==> src/rtl/aes_axis_mux_pkg.sv <==
// -----------------------------------------------------------------------------
// aes_axis_mux_pkg
// Shared AES definitions: block/key geometry constants, the request/response
// multiplexer FSM encoding, and a small index helper used by the arbiter.
// No ports (package).
// -----------------------------------------------------------------------------
package aes_axis_mux_pkg;

    // AES geometry constants shared with the engine side
    localparam int AES_BLOCK_W  = 128;
    localparam int AES_KEY128_W = 128;
    localparam int AES_KEY256_W = 256;
    localparam int AES_NR_128   = 10;
    localparam int AES_NR_256   = 14;

    // Width of each per-channel completed-packet counter
    localparam int PKT_CNT_W    = 16;

    // Multiplexer FSM encoding
    typedef enum logic [1:0] {
        ST_IDLE = 2'd0,
        ST_REQ  = 2'd1,
        ST_RESP = 2'd2
    } mux_state_t;

    // (base + offset) mod n, used to walk channels in round-robin order
    function automatic int rr_wrap(input int base, input int offset, input int n);
        return (base + offset) % n;
    endfunction

endpackage

==> src/rtl/aes_axis_mux_rr_arbiter.sv <==
// -----------------------------------------------------------------------------
// rr_arbiter
// Purely combinational round-robin priority encoder. Searches the request
// vector starting at (last_grant+1) mod NUM_CH and returns the first
// requesting channel. Output is 0 when nothing requests (caller ignores it).
// Ports:
//   req        [NUM_CH-1:0]  request bit per channel
//   last_grant [CH_W-1:0]    channel served most recently
//   grant      [CH_W-1:0]    selected channel
// -----------------------------------------------------------------------------
module rr_arbiter
    import aes_axis_mux_pkg::*;
#(
    parameter int NUM_CH = 4,
    parameter int CH_W   = $clog2(NUM_CH)
) (
    input  logic [NUM_CH-1:0] req,
    input  logic [CH_W-1:0]   last_grant,
    output logic [CH_W-1:0]   grant
);

    logic            found;
    logic [CH_W-1:0] cand;

    always_comb begin
        grant = '0;
        found = 1'b0;
        cand  = '0;
        // Offsets 1..NUM_CH so the previous winner is considered last
        for (int k = 1; k <= NUM_CH; k++) begin
            cand = CH_W'(rr_wrap(int'(last_grant), k, NUM_CH));
            if (!found && req[cand]) begin
                grant = cand;
                found = 1'b1;
            end
        end
    end

endmodule

==> src/rtl/aes_axis_mux.sv <==
// -----------------------------------------------------------------------------
// aes_axis_mux
// Shares one AES engine between NUM_CH client AXI-Stream pairs. A client is
// granted by round-robin arbitration, its request packet is passed through
// to the engine, then the engine's response packet is routed back to the
// same client before the next arbitration.
//
// Optional feature: define AES_MUX_PKT_CNT_EN to add per-channel 16-bit
// completed-response counters on port pkt_cnt.
//
// Ports:
//   clk, resetn                    clock, asynchronous active-low reset
//   s_tvalid/s_tready/s_tlast      client request streams (1 bit per channel)
//   s_tdata                        client request data, channel i at [i*W +: W]
//   eng_in_*                       request stream to the AES engine
//   eng_out_*                      response stream from the AES engine
//   m_tvalid/m_tready/m_tlast      client response streams (1 bit per channel)
//   m_tdata                        client response data, channel i at [i*W +: W]
//   grant_id                       channel currently owning the engine
//   busy                           high whenever the FSM is not IDLE
//   pkt_cnt (optional)             NUM_CH x 16-bit completed-response counters
// -----------------------------------------------------------------------------
module aes_axis_mux
    import aes_axis_mux_pkg::*;
#(
    parameter int NUM_CH           = 4,
    parameter int AXIS_TDATA_WIDTH = 32,
    parameter int CH_W             = $clog2(NUM_CH)
) (
    input  logic                               clk,
    input  logic                               resetn,

    input  logic [NUM_CH-1:0]                  s_tvalid,
    output logic [NUM_CH-1:0]                  s_tready,
    input  logic [NUM_CH-1:0]                  s_tlast,
    input  logic [NUM_CH*AXIS_TDATA_WIDTH-1:0] s_tdata,

    output logic                               eng_in_tvalid,
    input  logic                               eng_in_tready,
    output logic [AXIS_TDATA_WIDTH-1:0]        eng_in_tdata,
    output logic                               eng_in_tlast,

    input  logic                               eng_out_tvalid,
    output logic                               eng_out_tready,
    input  logic [AXIS_TDATA_WIDTH-1:0]        eng_out_tdata,
    input  logic                               eng_out_tlast,

    output logic [NUM_CH-1:0]                  m_tvalid,
    input  logic [NUM_CH-1:0]                  m_tready,
    output logic [NUM_CH-1:0]                  m_tlast,
    output logic [NUM_CH*AXIS_TDATA_WIDTH-1:0] m_tdata,

    output logic [CH_W-1:0]                    grant_id,
    output logic                               busy
`ifdef AES_MUX_PKT_CNT_EN
    ,
    output logic [NUM_CH*PKT_CNT_W-1:0]        pkt_cnt
`endif
);

    localparam int W = AXIS_TDATA_WIDTH;

    mux_state_t      state;
    logic [CH_W-1:0] last_grant;
    logic [CH_W-1:0] arb_grant;
    logic            req_done;
    logic            resp_done;

    rr_arbiter #(
        .NUM_CH (NUM_CH),
        .CH_W   (CH_W)
    ) u_arb (
        .req        (s_tvalid),
        .last_grant (last_grant),
        .grant      (arb_grant)
    );

    // Combinational pass-through. Everything is gated by the registered
    // state, so asserting reset zeroes all handshakes immediately.
    always_comb begin
        s_tready       = '0;
        eng_in_tvalid  = 1'b0;
        eng_in_tdata   = '0;
        eng_in_tlast   = 1'b0;
        eng_out_tready = 1'b0;
        m_tvalid       = '0;
        m_tlast        = '0;
        m_tdata        = '0;
        for (int i = 0; i < NUM_CH; i++) begin
            if (grant_id == CH_W'(i)) begin
                if (state == ST_REQ) begin
                    eng_in_tvalid = s_tvalid[i];
                    eng_in_tdata  = s_tdata[i*W +: W];
                    eng_in_tlast  = s_tlast[i];
                    s_tready[i]   = eng_in_tready;
                end
                if (state == ST_RESP) begin
                    m_tvalid[i]       = eng_out_tvalid;
                    m_tlast[i]        = eng_out_tlast;
                    m_tdata[i*W +: W] = eng_out_tdata;
                    eng_out_tready    = m_tready[i];
                end
            end
        end
    end

    // Handshakes are only possible in their own state (outputs are gated)
    assign req_done  = eng_in_tvalid  & eng_in_tready  & eng_in_tlast;
    assign resp_done = eng_out_tvalid & eng_out_tready & eng_out_tlast;

    assign busy = (state != ST_IDLE);

    always_ff @(posedge clk or negedge resetn) begin
        if (!resetn) begin
            state      <= ST_IDLE;
            grant_id   <= '0;
            last_grant <= CH_W'(NUM_CH - 1);
        end else begin
            case (state)
                ST_IDLE: begin
                    if (|s_tvalid) begin
                        grant_id <= arb_grant;
                        state    <= ST_REQ;
                    end
                end
                ST_REQ: begin
                    if (req_done) begin
                        state <= ST_RESP;
                    end
                end
                ST_RESP: begin
                    if (resp_done) begin
                        last_grant <= grant_id;
                        state      <= ST_IDLE;
                    end
                end
                default: begin
                    state <= ST_IDLE;
                end
            endcase
        end
    end

`ifdef AES_MUX_PKT_CNT_EN
    logic [PKT_CNT_W-1:0] cnt [NUM_CH];

    // Counts completed responses; wraps naturally at 0xFFFF
    always_ff @(posedge clk or negedge resetn) begin
        if (!resetn) begin
            for (int i = 0; i < NUM_CH; i++) begin
                cnt[i] <= '0;
            end
        end else if (resp_done) begin
            cnt[grant_id] <= cnt[grant_id] + PKT_CNT_W'(1);
        end
    end

    always_comb begin
        pkt_cnt = '0;
        for (int i = 0; i < NUM_CH; i++) begin
            pkt_cnt[i*PKT_CNT_W +: PKT_CNT_W] = cnt[i];
        end
    end
`endif

endmodule

==> config.mk <==
export PLATFORM = sky130hd
export DESIGN_NAME = aes_axis_mux
export DESIGN_NICKNAME = d
export VERILOG_FILES = /design/src/rtl/aes_axis_mux_pkg.sv /design/src/rtl/aes_axis_mux_rr_arbiter.sv /design/src/rtl/aes_axis_mux.sv
export SDC_FILE = /design/constraint.sdc
export NUM_CORES = 1
export LEC_CHECK = 0
export CORE_AREA = 2 2 136 138
export CTS_CLUSTER_DIAMETER = 100
export DETAILED_ROUTE_END_ITERATION = 10
export DIE_AREA = 0 0 138 140
export PLACE_DENSITY = 0.63
export SETUP_SLACK_MARGIN = 0.4
export SLEW_MARGIN = 20
export SYNTH_ARGS = -nofsm -noshare
export SYNTH_HDL_FRONTEND = slang
export SYNTH_SLANG_ARGS = --single-unit
==> constraint.sdc <==
create_clock -name clk -period 1.55 [get_ports clk]
set_input_delay 0.155 -clock clk [delete_from_list [all_inputs] [get_ports clk]]
set_output_delay 0.155 -clock clk [all_outputs]
set_load 0.03 [all_outputs]
* After elaboration in Yosys (flattened, before gate mapping)
Index checks and enable logic that the tools add are counted.
** Word-level totals
- Input port bits :: 177
- Word-level logic and storage cells :: 107
- Flip-flop bits (word level) :: 6
- Output and inout bits :: 178
** Operators by class
- Muxes and demuxes :: 71
- Add/sub/neg operators :: 4
- Bitwise logic cells :: 4
- Equal/unequal tests :: 8
- Magnitude comparators :: 4
- Reduce and logical (&&, ||, !) cells :: 13
** Operators with widths (count)
- $mux W32 :: 13
- $mux W1 :: 46
- $mux W2 :: 7
- $lt A2 B3 Y1 const B :: 4
- $bmux W1 S2 :: 4
- $eq A2 B2 Y1 const B :: 3
- $ne A2 B2 Y1 const B :: 3
- $pmux W2 S3 :: 1
- $add A2 B1 Y2 const B :: 2
- $add A2 B2 Y2 const B :: 2
- $and A1 B1 Y1 :: 4
- $eq A2 B1 Y1 const B :: 2
- $logic_not A2 Y1 :: 2
- $reduce_and A2 Y1 :: 2
- $reduce_or A4 Y1 :: 1
- $logic_and A1 B1 Y1 :: 3
- $logic_not A1 Y1 :: 3
- $reduce_and A3 Y1 :: 1
- $reduce_bool A2 Y1 :: 1

* Longest topological paths before layout
- Depth in word-level cells :: 13
- Gate-level depth with buffers :: 7
- Depth with buffers taken out :: 4

* Cells and area by module
From an unflattened synthesis, not the netlist that was laid out.
** Unflattened totals
- Cell total of the unflattened synthesis :: 358
- Area total of the unflattened synthesis :: 2053.2 µm²
** Modules (own cells, without submodules)
- aes_axis_mux :: cells each 346, area an instance 1979.4 µm², instances 1, seq. area each 152.6 µm²
- rr_arbiter :: cells each 12, area an instance 73.8 µm², instances 1, seq. area each 0.0 µm²

* Least setup slack after synthesis
Ideal clock, no wire load.
- Kind :: reg2reg
- Start point :: reg grant_id[1]
- End point :: reg state[0]
- Library setup time :: 0.125 ns
- Clock period less this slack :: 2.014 ns
- Required time :: 1.425 ns
- Buffers on the path :: 1
- Stages on the path, launching flop included :: 6
- Slack :: -0.464 ns
- Arrival time :: 1.888 ns
- Path through :: dfrtp_1 > buf_6 > or3b_1 > o22ai_1 > and3_1 > o21ai_1
** On the way
- Elaborated cells between the ends (all ways) :: 32
- Those cells by class :: eq/ne (5); mux (21); bitwise (4); reduce/logical (2)
** RTL lines
- start, declared :: line aes_axis_mux.sv:53 : output logic [CH_W-1:0] grant_id,
- start signal, assigned :: line aes_axis_mux.sv:122 : grant_id <= arb_grant;
- $logic_not A2 Y1 :: line aes_axis_mux.sv:90 : if (grant_id == CH_W'(i)) begin
- $mux W1 :: line aes_axis_mux.sv:90
- $mux W1 :: line aes_axis_mux.sv:91 : if (state == ST_REQ) begin
- $mux W1 :: line aes_axis_mux.sv:90
- $mux W1 :: line aes_axis_mux.sv:91
- $mux W1 :: line aes_axis_mux.sv:90
- $mux W1 :: line aes_axis_mux.sv:91
- $mux W1 * :: line aes_axis_mux.sv:90
- net eng_in_tlast :: line aes_axis_mux.sv:41 : output logic eng_in_tlast,
- $and A1 B1 Y1 * :: line aes_axis_mux.sv:108 : assign req_done = eng_in_tvalid & eng_in_tready & eng_in_tlast;
- $ne A2 B2 Y1 (no line) *
- $reduce_and A3 Y1 (no line) *
- end signal, assigned :: line aes_axis_mux.sv:115 : state <= ST_IDLE;
- end signal, assigned :: line aes_axis_mux.sv:123 : state <= ST_REQ;
- end signal, assigned :: line aes_axis_mux.sv:128 : state <= ST_RESP;
- end, declared :: line aes_axis_mux.sv:63 : mux_state_t state;
The timed path passes the listed nets; every way through them passes the cells marked *.
A chain may end at the register's enable or synchronous reset.

* Final worst setup path
- Start point :: reg state[1]
- End point :: out eng_in_tdata[29]
** On the way
- Word-level cells in the longest chain between the ends :: 9
** Ends and longest elaborated chain
- $eq A2 B1 Y1 * :: line aes_axis_mux.sv:91
- $mux W32 :: line aes_axis_mux.sv:91
- $mux W32 :: line aes_axis_mux.sv:90
- $mux W32 :: line aes_axis_mux.sv:91
- $mux W32 :: line aes_axis_mux.sv:90
- $mux W32 :: line aes_axis_mux.sv:91
- $mux W32 :: line aes_axis_mux.sv:90
- $mux W32 :: line aes_axis_mux.sv:91
- $mux W32 * :: line aes_axis_mux.sv:90
- end, declared :: line aes_axis_mux.sv:40 : output logic [AXIS_TDATA_WIDTH-1:0] eng_in_tdata,
Every way passes the cells marked *; elsewhere a longest branch is shown, timed or not.

==> metrics.txt <==
Synth Area per Inst=5.79 um^2; io pins=355; Die Height=140 um; initial antenna violation count=0; share of layout cells above drive strength 1=67.3%; Synth Cell Area=2070 um^2; r2r startpoint=state[1]$_DFFE_PN0P_; Critical Path End Type=primary output; core area=17800 um^2; Register Area=155 um^2; hold_buf cts=0; Net Switching=6.97 mW; Unique masters post-synth=40; overall power=14.0 mW; outcome=complete, but fails checks; GP Congestion=0.852; root buffer cell=clkbuf_16; Cell Rows=49; Pre-Repair DR Iteration Count=5; CP Launch Type=flip-flop; Switching Share=49.8%; clock share of power=3.2%; Port Buffer Count=354; Worst Path Arrival=1920 ps; CP required=1390 ps; max cap viols=0; area of placed instances=6960 um^2; die area=19300 um^2; RSZ-0062 raised after global routing=yes; CTS sink count=6; maximum clock rate=482 MHz; R2R Path End=last_grant[0]$_DFFE_PN1P_; Final Hold Slack=174 ps; Comb pwr share=94.5%; part of the power in registers=2.3%; drc violations=0; Vias/cell=4.47; yosys warns=0; H-tree levels=1; Cell Int Power=7.02 mW; Final Critical Period=2080 ps; clk slew on worst S/H paths=40 ps; vias in the first global route=4799; max-slew violation count=0; setup ws final=-526 ps; diodes inserted=0; most common cell in the netlist=nor2_1; Area contributors post-synth=nor2_1, a222oi_1, and2_1, a21oi_1, nand2_1; drt total wl=19.9 mm; clock buffer count from CTS=3; Critical Path Source=state[1]$_DFFE_PN0P_; Final Net Count=983; crit share post-route=134%; FF-to-FF path depth=10; worst slack, placed=-558 ps; largest net degree at the start of global routing=33; Starting Density=11.7%; maximum vdd drop=0.00126 V; register bit total from synthesis=6; area share of the largest cell type after synthesis=24.8%; design area=9690 um^2; Slew HR=76.1%; CTS max path bufs=2; first-pass GRT wire length=28.8 mm; failing checks=negative setup slack; asr flop ratio synth=100%; list of most frequent post-synthesis cells=nor2_1, nand2_1, a21oi_1, and2_1, a222oi_1; Die W=138 um; area occupied by multi-input gates=3610 um^2; DR iter-0 viols=211; Synth Instances=358; Post-synth EDFFs=0; placed wire-length estimate=12.6 mm; post-synthesis sequential area ratio=7.36%; Min-Delay Path Class=primary input to asynchronous set/reset pin; Syn Nets=535; synthesis-to-finish area growth=367%; Least-Margin Pin Slew=358 ps; gr usage total=19.0%; clk_skew=4.31 ps; CTS tree=done; DR WL/cell=19.2 um; kind of critical path=flip-flop to primary output; Final Setup Violations=182; via count=4626; Filler cells=1469; crit-path max FO=8; total grt overflow=0; Pleak=3.58 nW; R2R Setup Slk=-370 ps; Clock Latency Late Sink=240 ps; area leader, netlist=nor2_1; Post-DRT Antenna Nets=0; Pwr Density=1440 nW/um^2; crit path to=eng_in_tdata[29]; most used flip-flop cell after synthesis=dfrtp_1; Final Hold Vio Count=0
-- critical path, cell delays in order (launching register included) --
cell and delay, ps:
dfrtp_1 380, nand2b_4 160, buf_8 130, nor3_4 220, buf_12 170, buf_12 140, a222oi_1 80, buf_4 160
a21oi_4 110, buf_6 140
-- timing repair --
item | 4_1_cts | 5_1_grt
resized for setup | 357 | 49
pin swaps | 56 | 38
buffers inserted | 36 | 13
gates cloned | 12 | 2
setup endpoints to repair | 184 | 184
-- state kept, by name, summed over array words and instances, names as in the netlist --
register,cells
state,2
grant_id,2
last_grant,2
-- power groups by stage --
stage	Sequential, mW	Clock, mW	Combinational (mW)
floorplan	0.355	0	6.13
global placement	0.307	0	9.55
detailed placement	0.309	0	9.59
CTS	0.321	0.453	12.7
global route	0.335	0.462	13.8
finish	0.327	0.449	13.2
-- per-layer routing --
metal	up-vias	routed length, um	track usage, %
li1	2168	-	-
met1	2189	7060	20.9
met2	249	11200	38.5
met3	20	1230	2.74
met4	0	323	3.22
met5	-	0	0
-- layout by cell type, fill, tap and decap left out, types with 3 or more instances in the layout --
master and count:
a21oi_4 31, a222oi_1 32, and2_4 35, buf_12 32, buf_16 12, buf_4 52
buf_6 192, buf_8 12, clkbuf_16 5, clkdlybuf4s50_1 176, inv_1 3, mux2i_1 3
nand2_4 3, nand2_8 33, nand2b_4 3, nor2_1 33, nor2_4 105, nor3_4 3
-- cells by family after synthesis --
| kind of cell | Yosys count | synth area share [%] |
|---|---|---|
| AND/OR/NAND/NOR | 229 | 49.8 |
| AO/OA/AOI/OAI | 76 | 26.9 |
| buffers and inverters | 40 | 11.3 |
| multiplexers | 7 | 4.70 |
| flip-flops | 6 | 7.36 |
-- how the worst min path moves through the flow --
stage           start                       to  slack (ps)  cells past startpoint
2_1_floorplan  resetn  grant_id[0]$_DFFE_PN0P_        -140                      0
5_1_grt        resetn     state[0]$_DFFE_PN0P_         190                      1
3_3_place_gp   resetn     state[0]$_DFFE_PN0P_         420                      1
4_1_cts        resetn     state[0]$_DFFE_PN0P_         180                      1
3_5_place_dp   resetn     state[1]$_DFFE_PN0P_         430                      1
6_report       resetn     state[0]$_DFFE_PN0P_         170                      1
-- cell type report --
class | count | area share (%)
multi-input cells | 313 | 37.2
flip-flops and latches | 6 | 1.60
repair buffers | 479 | 57.3
well taps | 229 | 2.96
clock buffers | 4 | 0.814
inverters | 3 | 0.116
-- per-stage QoR --
stage	util, %	TNS [ps]	instances
floorplan	-	-10440	358
global placement	39.1	-20840	967
detailed placement	39.1	-23210	967
CTS	52.2	-63340	1019
global route	54.5	-90840	1034
finish	54.5	-80180	1034
Power figures use the tool's default switching activity.
